==> src/rtl/execute_br_redirect_pkg.sv <==
// Shared definitions for the EXE-stage branch redirect slice: datapath width,
// fetch generation width, branch-destination select encodings and the
// redirect controller state type.
package execute_br_redirect_pkg;

   // Architectural datapath width.
   localparam int unsigned REGSZ = 32;

   // Width of the fetch generation tag used to annul wrong-path instructions.
   localparam int unsigned FETCH_GENW = 2;

   // Branch destination select carried by the EXE instruction.
   typedef enum logic [1:0] {
      EXOP_BR_DEST_NONE    = 2'd0,  // not a branch
      EXOP_BR_DEST_A       = 2'd1,  // target = operand A
      EXOP_BR_DEST_C       = 2'd2,  // target = operand C (LR/CTR)
      EXOP_BR_DEST_PC_A_AA = 2'd3   // target = AA ? A : PC + A
   } brdest_op_e;

   // Redirect controller states.
   typedef enum logic {
      ST_IDLE = 1'b0,  // no redirect outstanding
      ST_REQ  = 1'b1   // redirect presented to fetch, waiting for ack
   } redir_state_e;

endpackage : execute_br_redirect_pkg

==> src/rtl/execute_br_redirect_dest.sv <==
// Branch-destination datapath: selects the branch target from operand A,
// operand C or a PC-relative sum, and word-aligns the result. Purely
// combinational; the output is forced to zero when no instruction is valid.
module execute_br_dest
   import execute_br_redirect_pkg::*;
#(
   parameter int unsigned REGSZ_P = REGSZ
) (
   input  logic               clk,
   input  logic [1:0]         brdest_op,
   input  logic [REGSZ_P-1:0] op_a,
   input  logic [REGSZ_P-1:0] op_c,
   input  logic [REGSZ_P-1:0] pc,
   input  logic               inst_aa,
   input  logic               input_valid,
   output logic [REGSZ_P-1:0] br_dest
);

   // Clears the two low bits so every target is a word address.
   localparam logic [REGSZ_P-1:0] ALIGN_MASK = ~(REGSZ_P'(3));

   logic [REGSZ_P-1:0] pc_rel;
   logic [REGSZ_P-1:0] raw_dest;

   // Select the raw target; PC-relative add wraps modulo 2^REGSZ.
   always_comb begin
      pc_rel   = pc + op_a;
      raw_dest = '0;
      unique case (brdest_op_e'(brdest_op))
         EXOP_BR_DEST_A:       raw_dest = op_a;
         EXOP_BR_DEST_C:       raw_dest = op_c;
         EXOP_BR_DEST_PC_A_AA: raw_dest = inst_aa ? op_a : pc_rel;
         default:              raw_dest = '0;
      endcase
   end

   // Word-align and gate with instruction valid.
   always_comb begin
      br_dest = '0;
      if (input_valid) begin
         br_dest = raw_dest & ALIGN_MASK;
      end
   end

`ifdef SIM
   // Flag an undefined select on a valid instruction.
   always @(posedge clk) begin
      if (input_valid && $isunknown(brdest_op)) begin
         $fatal(1, "execute_br_dest: unknown brdest_op with input_valid");
      end
   end
`else
   logic unused_clk;
   assign unused_clk = clk;
`endif

endmodule : execute_br_dest

==> src/rtl/execute_br_redirect.sv <==
// EXE-stage branch resolution sequencer. Registers the resolved target of a
// taken branch (or an exception vector) and presents it to fetch as a held
// valid/ack redirect request. Each redirect bumps a small fetch generation
// tag; EXE instructions carrying a stale tag are annulled. Exceptions always
// take priority over branches and may overwrite an outstanding request.
module execute_br_redirect
   import execute_br_redirect_pkg::*;
#(
   parameter int unsigned REGSZ = execute_br_redirect_pkg::REGSZ,
   parameter int unsigned GENW  = FETCH_GENW
) (
   input  logic             clk,
   input  logic             reset,
   input  logic             input_valid,
   input  logic [GENW-1:0]  in_gen,
   input  logic [1:0]       brdest_op,
   input  logic [REGSZ-1:0] op_a,
   input  logic [REGSZ-1:0] op_c,
   input  logic [REGSZ-1:0] pc,
   input  logic             inst_aa,
   input  logic             br_taken,
   input  logic             exc_valid,
   input  logic [REGSZ-1:0] exc_vector,
   output logic             redirect_valid,
   output logic [REGSZ-1:0] redirect_pc,
   input  logic             redirect_ack,
   output logic [GENW-1:0]  cur_gen,
   output logic             exe_stall,
   output logic             annul,
   output logic [15:0]      redirect_count
);

   localparam logic [REGSZ-1:0] ALIGN_MASK = ~(REGSZ'(3));

   redir_state_e     state_q, state_d;
   logic [REGSZ-1:0] redirect_pc_q, redirect_pc_d;
   logic [GENW-1:0]  cur_gen_q, cur_gen_d;
   logic [15:0]      redirect_count_q, redirect_count_d;

   logic [REGSZ-1:0] br_dest;
   logic             live;

   execute_br_dest #(
      .REGSZ_P (REGSZ)
   ) u_br_dest (
      .clk         (clk),
      .brdest_op   (brdest_op),
      .op_a        (op_a),
      .op_c        (op_c),
      .pc          (pc),
      .inst_aa     (inst_aa),
      .input_valid (input_valid),
      .br_dest     (br_dest)
   );

   // Wrong-path detection and EXE hold; annul is independent of the stall.
   always_comb begin
      annul     = input_valid && (in_gen != cur_gen_q);
      exe_stall = (state_q == ST_REQ) && input_valid && !annul;
      live      = input_valid && !annul && !exe_stall;
   end

   // Next-state: exception beats everything, then taken branch, then ack.
   always_comb begin
      state_d          = state_q;
      redirect_pc_d    = redirect_pc_q;
      cur_gen_d        = cur_gen_q;
      redirect_count_d = redirect_count_q;

      if (exc_valid) begin
         // Overwrites a pending target even when acked this cycle: the old
         // request is treated as consumed and the new one follows.
         state_d          = ST_REQ;
         redirect_pc_d    = exc_vector & ALIGN_MASK;
         cur_gen_d        = cur_gen_q + 1'b1;
         redirect_count_d = redirect_count_q + 16'd1;
      end else begin
         unique case (state_q)
            ST_IDLE: begin
               if (live && br_taken) begin
                  state_d          = ST_REQ;
                  redirect_pc_d    = br_dest;
                  cur_gen_d        = cur_gen_q + 1'b1;
                  redirect_count_d = redirect_count_q + 16'd1;
               end
            end
            ST_REQ: begin
               if (redirect_ack) begin
                  state_d = ST_IDLE;
               end
            end
            default: state_d = ST_IDLE;
         endcase
      end
   end

   // State registers with synchronous reset.
   always_ff @(posedge clk) begin
      if (reset) begin
         state_q          <= ST_IDLE;
         redirect_pc_q    <= '0;
         cur_gen_q        <= '0;
         redirect_count_q <= '0;
      end else begin
         state_q          <= state_d;
         redirect_pc_q    <= redirect_pc_d;
         cur_gen_q        <= cur_gen_d;
         redirect_count_q <= redirect_count_d;
      end
   end

   // Outputs come straight from registered state.
   always_comb begin
      redirect_valid = (state_q == ST_REQ);
      redirect_pc    = redirect_pc_q;
      cur_gen        = cur_gen_q;
      redirect_count = redirect_count_q;
   end

`ifdef SIM
   // A live taken branch must name a destination.
   always @(posedge clk) begin
      if (!reset && live && br_taken && (brdest_op == EXOP_BR_DEST_NONE)) begin
         $fatal(1, "execute_br_redirect: taken branch with brdest_op==0");
      end
   end
`endif

endmodule : execute_br_redirect

==> config.mk <==
export PLATFORM = sky130hd
export DESIGN_NAME = execute_br_redirect
export DESIGN_NICKNAME = d
export VERILOG_FILES = /design/src/rtl/execute_br_redirect_pkg.sv /design/src/rtl/execute_br_redirect_dest.sv /design/src/rtl/execute_br_redirect.sv
export SDC_FILE = /design/constraint.sdc
export NUM_CORES = 1
export LEC_CHECK = 0
export ABC_AREA = 1
export BUFFER_PORTS_ARGS = -buffer_cell sky130_fd_sc_hd__buf_2
export CAP_MARGIN = 20
export CORE_ASPECT_RATIO = 1.25
export CORE_MARGIN = 5
export CORE_UTILIZATION = 39
export CTS_CLUSTER_SIZE = 16
export DETAILED_ROUTE_END_ITERATION = 10
export PLACE_DENSITY = 0.79
export SLEW_MARGIN = 25
export SYNTH_ARGS = -nofsm -noshare
export SYNTH_HDL_FRONTEND = slang
export SYNTH_SLANG_ARGS = --single-unit
==> constraint.sdc <==
create_clock -name clk -period 1.65 [get_ports clk]
set_input_delay 0.2475 -clock clk [delete_from_list [all_inputs] [get_ports clk]]
set_output_delay 0.2475 -clock clk [all_outputs]
set_load 0.005 [all_outputs]
# Word level (Yosys, flattened, before mapping)
# Index checks and enable logic that the tools add are counted.
dict set report totals {
  ff_bits 51
  input_bits 139
  word_cells 42
  out_inout_bits 53
}
dict set report op_classes {
  mux 16
  n_eq_ne 5
  n_reduce_logical 12
  n_bitwise 1
  n_addsub 3
}
# operator count
set ops {}
lappend ops {{$mux 32} 5}
lappend ops {{$pmux 32 s3} 1}
lappend ops {{$mux 16} 3}
lappend ops {{$add 32x32->32} 1}
lappend ops {{$add 16x1->16 const B} 1}
lappend ops {{$logic_and 1x1->1} 6}
lappend ops {{$mux 2} 3}
lappend ops {{$eq 2x2->1 const B} 2}
lappend ops {{$reduce_and 2->1} 2}
lappend ops {{$mux 1} 3}
lappend ops {{$add 2x1->2 const B} 1}
lappend ops {{$eq 2x1->1 const B} 1}
lappend ops {{$logic_not 1->1} 2}
lappend ops {{$ne 2x2->1} 1}
lappend ops {{$ne 2x2->1 const B} 1}
lappend ops {{$pmux 1 s2} 1}
lappend ops {{$reduce_bool 2->1} 1}
lappend ops {{$reduce_or 2->1} 1}
lappend ops {{$not 1->1} 1}

# Logic depth before layout (Yosys ltp)
dict set report depth {
  word_depth 10
  ltp_mapped 15
  depth_no_buf 15
}

# Cells and area by module
# A second synthesis with hierarchy kept.
dict set report hier_totals {
  cells_unflattened 1265
  hier_area_um2 6515.0
}
# module area_per_inst_um2 seq_area_each_um2 cells_each instances
set modules_own_cells {}
lappend modules_own_cells {execute_br_dest 3508.4 0.0 748 1}
lappend modules_own_cells {execute_br_redirect 3006.6 1021.0 517 1}

# Least setup slack after synthesis
# No wires, ideal clock.
dict set report synth_timing {
  path_type {input-to-reg}
  from {input port op_a[2]}
  to {register redirect_pc_q[15], in the netlist redirect_pc[15]}
  t_required_ps 1522
  stages 11
  path_buffers 0
  arrival_time_ps 1655
  path_slack_ps -133
  setup_ps 128
  path_cell_list {ha_1 > or2_2 > nand3_1 > nand2_1 > nand2_1 > nand2_1 > xor2_1 > o21ai_0 > nand2_1 > a21oi_1 > nor2_1}
}
dict set report synth_via {
  elab_chain_cells 7
}
# element line
set synth_rtl {}
lappend synth_rtl {{start: declaration} execute_br_redirect.sv:17} ;# input logic [REGSZ-1:0] op_a,
lappend synth_rtl {{$add 32x32->32} execute_br_redirect_dest.sv:27} ;# pc_rel = pc + op_a;
lappend synth_rtl {{$mux 32} execute_br_redirect_dest.sv:32} ;# EXOP_BR_DEST_PC_A_AA: raw_dest = inst_aa ? op_a : pc_rel;
lappend synth_rtl {{$pmux 32 s3} execute_br_redirect_dest.sv:29} ;# unique case (brdest_op_e'(brdest_op))
lappend synth_rtl {{$mux 32} execute_br_redirect_dest.sv:40} ;# if (input_valid) begin
lappend synth_rtl {{$mux 32} execute_br_redirect.sv:80} ;# if (live && br_taken) begin
lappend synth_rtl {{$mux 32} execute_br_redirect.sv:78} ;# unique case (state_q)
lappend synth_rtl {{$mux 32} execute_br_redirect.sv:70} ;# if (exc_valid) begin
lappend synth_rtl {{end signal: assignment} execute_br_redirect.sv:106} ;# redirect_pc_q <= redirect_pc_d;
lappend synth_rtl {{end: declaration} execute_br_redirect.sv:36} ;# logic [REGSZ-1:0] redirect_pc_q, redirect_pc_d;
# Every way passes these cells. The select of a mux whose other input is x is not followed.
# A chain may end at the register's enable or synchronous reset.

# Final worst setup path
dict set report layout_timing {
  from {input port pc[3]}
  to {register redirect_pc_q[14], in the netlist redirect_pc[14]}
}
dict set report layout_via {
  elab_chain_cells 7
}
# element line
set layout_rtl {}
lappend layout_rtl {{start: declaration} execute_br_redirect.sv:19} ;# input logic [REGSZ-1:0] pc,
lappend layout_rtl {{$add 32x32->32} execute_br_redirect_dest.sv:27}
lappend layout_rtl {{$mux 32} execute_br_redirect_dest.sv:32}
lappend layout_rtl {{$pmux 32 s3} execute_br_redirect_dest.sv:29}
lappend layout_rtl {{$mux 32} execute_br_redirect_dest.sv:40}
lappend layout_rtl {{$mux 32} execute_br_redirect.sv:80}
lappend layout_rtl {{$mux 32} execute_br_redirect.sv:78}
lappend layout_rtl {{$mux 32} execute_br_redirect.sv:70}
# Every way passes these cells. The select of a mux whose other input is x is not followed.

==> summary.md <==
| Metric | Value |
|---|---|
| Synth cell count leaders | `370 x nand2_1, 208 x inv_1, 84 x nor2_1` |
| DR DRC count | `0` |
| Ratio of cells with drive above 1 in the final layout | `between 30% and 40%` |
| RSZ-0062 raised after global routing | `true` |
| Syn. warnings | `0` |
| H-tree Lvls | `2` |
| Die area | `~17,000 um^2` |
| Row count | `48` |
| Arrival @ worst endpoint | `1.85 ns` |
| Die height | `about 140 um` |
| Vias | `a little over 7,000` |
| TritonCTS buffer count | `5` |
| #FFs+latches synth | `slightly below 50` |
| RePlAce Congestion | `roughly 0.94` |
| Syn Inst Count | `around 1,000` |
| Post-synth top area share | `approximately 25%` |
| Fin crit period | `1.68 ns` |
| Worst ir drop on vdd | `slightly above 0.9 mV` |
| Req. time, crit path | `roughly 1.8 ns` |
| Synth unique cells | `31` |
| Cts hold-fix bufs | `0` |
| Final global-route overflow total | `0` |
| Clock latency on the worst-skew pair | `a little under 0.3 ns` |
| Routed Wire Length | `21,400 um` |
| Finished Layout Cells | `1,470` |
| Compound-Gate Fraction of Synth Area | `roughly 17%` |
| First-iteration detailed-routing DRC count | `between 400 and 500` |
| Clock-pin slew on the worst setup and hold paths | `around 0.070 ns` |
| Cell with the most instances after synthesis | `nand2_1` |
| Clock root buffer master | `clkbuf_16` |
| CP cell instances | `buf_2 -> ha_4 -> nand2_2 -> nand2_4 -> a21oi_2 -> nand2_2 -> nand2_2 -> nand2_2 -> buf_6 -> xor2_2 -> o21ai_1 -> nand2_1 -> a21oi_1 -> nor2_1` |
| Class of the worst hold path | `in -> reg` |
| Status | `finished, violations left` |
| Average routed wire per standard cell | `about 15 um` |
| Max frequency | `between 500 and 600 MHz` |
| Area leader, netlist | `nand2_1` |
| Syn_area_per_cell | `about 5.4 um^2` |
| XOR/XNOR share of the synthesized area | `roughly 3.5%` |
| Tot Pwr | `about 4500 uW` |
| CTS max path bufs | `2` |
| Max Used Layer | `met4` |
| Worst Path Max Fanout | `4` |
| Top FF cell, synth | `dfxtp_1` |
| Post-Synth Simple-Gate Area | `a little under two fifths` |
| Slack of the critical path | `-0.0284 ns` |
| Max Cap Viol | `0` |
| Crit path largest cell delay | `between 0.2 and 0.3 ns` |
| Tot GR Track Use | `between 20% and 30%` |
| Post-synthesis adder-cell area fraction | `under 10%` |
| Startpoint Class | `input pin` |
| Sequential cell area fraction in the yosys report | `between 10% and 20%` |
| # nets final | `around 1,500` |
| Drt pass-1 iters | `5` |
| I/O pins | `about 190` |
| Pins Over Slew Limit | `0` |
| Mux contribution to synthesized area | `0%` |
| Largest family of logic cells by synthesized area | `simple AND/OR/NAND/NOR gates` |
| Failing checks | `negative setup slack` |
| Port bufs | `185` |
| Die W | `around 120 um` |
| Crit path capture type | `flop` |
| Synthesis-to-finish area growth | `49.8%` |
| Number of enable flip-flop cells after synthesis | `0` |
| Core area | `~14,000 um^2` |
| Placed Cells | `roughly 1,500` |
| Clk_skew | `between 0.007 and 0.008 ns` |
| Initial Util | `around 40%` |
| Final Hold Vio Count | `0` |
| Leakage dissipation | `0.00461 uW` |
| Synth area leaders | `nand2_1 25%, dfxtp_1 18%, inv_1 14%` |
| Met2 WL | `around 11,000 um` |
| Worst path slowest cell | `ha_4` |
| HPWL Detailed | `between 15,000 and 20,000 um` |
| Met3 wire len | `approximately 1200 um` |
| Largest net degree at the start of global routing | `38` |
| Number of routed nets with antenna violations | `0` |
| FFs w/ async S/R, synth | `0%` |
| Post-route clock period utilization | `102%` |
| Critical path's most frequent cell | `nand2_2` |
| First-pass GRT wire length | `around 31,000 um` |
| CTS sink count | `a little under 50` |
| Vias in the first global route | `6,780` |
| DR vias/cell | `about 4.9` |
| Metal-1 WL | `about 8500 um` |
| Cell Area, Synth | `~5600 um^2` |
| CTS tree | `yes` |
| Worst slack at placement | `-0.485 ns` |
| PwrDens | `roughly 540 nW/um^2` |
| Initial antenna violation count | `1` |
| Setup CP Type | `in -> reg` |
| Final setup violation count | `2` |
[metrics by stage]
step                      setup TNS, ns  util (%)  hold WS (ns)  area [um^2]
after detailed placement         -10.36      52.4         0.472         7300
after global placement            -9.66      52.4         0.469         7300
after global routing              -1.46      59.8         0.232         8330
final                           -0.0406      59.8         0.224         8330
after floorplan                 -0.0237         -         0.418         5600
after CTS                             0      55.5         0.220         7730
[layout make-up]
cell class / instances / area (um^2)
Timing Repair Buffer: 282 / 1730
Multi-Input combinational cell: 745 / 4460
Clock buffer: 5 / 125
Sequential cell: 49 / 983
Antenna cell: 1 / 2.50
Tap cell: 175 / 219
Clock inverter: 3 / 21.3
Fill cell: 1335 / 5610
Inverter: 210 / 788
[critical path: cells and delay by family]
kind / cells / cell delay [ns]
buf+inv: 2 / 0.25
simple gates: 7 / 0.52
fa+ha+maj: 1 / 0.26
compound gates: 3 / 0.44
xor+xnor: 1 / 0.15
[state kept, by name, summed over array words and instances, names as in the netlist]
register and count:
cur_gen 2, redirect_count 16, redirect_valid 1, redirect_pc 30
[cells by family (layout without fill, tap and decap cells)]
family,Yosys count,after routing
other,1,3
XOR/XNOR,22,22
flip-flops,49,49
adder cells (fa/ha/maj),31,31
buffers and inverters,242,500
AO/OA/AOI/OAI,168,168
AND/OR/NAND/NOR,522,522
[power by group]
| group | switching, uW | internal, uW | leakage [uW] |
|---|---|---|---|
| Sequential | 30.8 | 1240 | 0.000402 |
| Clock | 487 | 566 | 0.0000702 |
| Combinational | 1210 | 983 | 0.00414 |
| Total | 1730 | 2790 | 0.00461 |
[final timing paths]
kind,to,slack (ns),startpoint,cells past startpoint
setup / recovery,redirect_pc[14],-0.03,pc[3],14
hold / removal,redirect_pc[4],0.22,exc_vector[4],3
setup reg to reg,redirect_count[7],0,cur_gen[0],11
hold reg to reg,redirect_pc[7],0.48,redirect_pc[7],2
[timing repair]
action | in CTS | in global routing
pin swaps | 7 | 46
gates resized for setup | 49 | 146
setup buffers | 0 | 11
endpoints found under the setup margin | 22 | 33
hold endpoints to repair | 0 | 0
gates cloned | 0 | 0
[cell usage in the layout, fill, tap and decap left out, types with 2 or more instances in the layout]
| cell type | instances |
|---|---|
| buf_2 | 182 |
| dfxtp_2 | 2 |
| nor2_2 | 15 |
| buf_12 | 4 |
| nand2_4 | 16 |
| nor2_1 | 63 |
| xor2_1 | 15 |
| a21oi_2 | 19 |
| ha_4 | 26 |
| buf_4 | 91 |
| a21oi_1 | 64 |
| buf_6 | 5 |
| nand4_1 | 7 |
| a31oi_1 | 5 |
| inv_2 | 8 |
| o21bai_1 | 4 |
| and2_1 | 4 |
| nand3_1 | 34 |
| o21ai_2 | 2 |
| o211ai_1 | 4 |
| inv_1 | 202 |
| nand3_2 | 11 |
| conb_1 | 2 |
| clkbuf_16 | 5 |
| nand2_2 | 48 |
| a22o_1 | 24 |
| o21ai_0 | 34 |
| o21ai_1 | 10 |
| nor2_4 | 6 |
| xnor2_1 | 5 |
| ha_1 | 5 |
| dfxtp_1 | 47 |
| nand2_1 | 307 |
| nor3_1 | 5 |
[metal layers]
| layer | vias up | global-route usage, % |
|---|---|---|
| met3 | 49 | 2.27 |
| met2 | 255 | 41.6 |
| li1 | 3709 | - |
| met5 | - | 0 |
| met4 | 0 | 8.82 |
| met1 | 3248 | 28.1 |
Power figures use the tool's default switching activity.
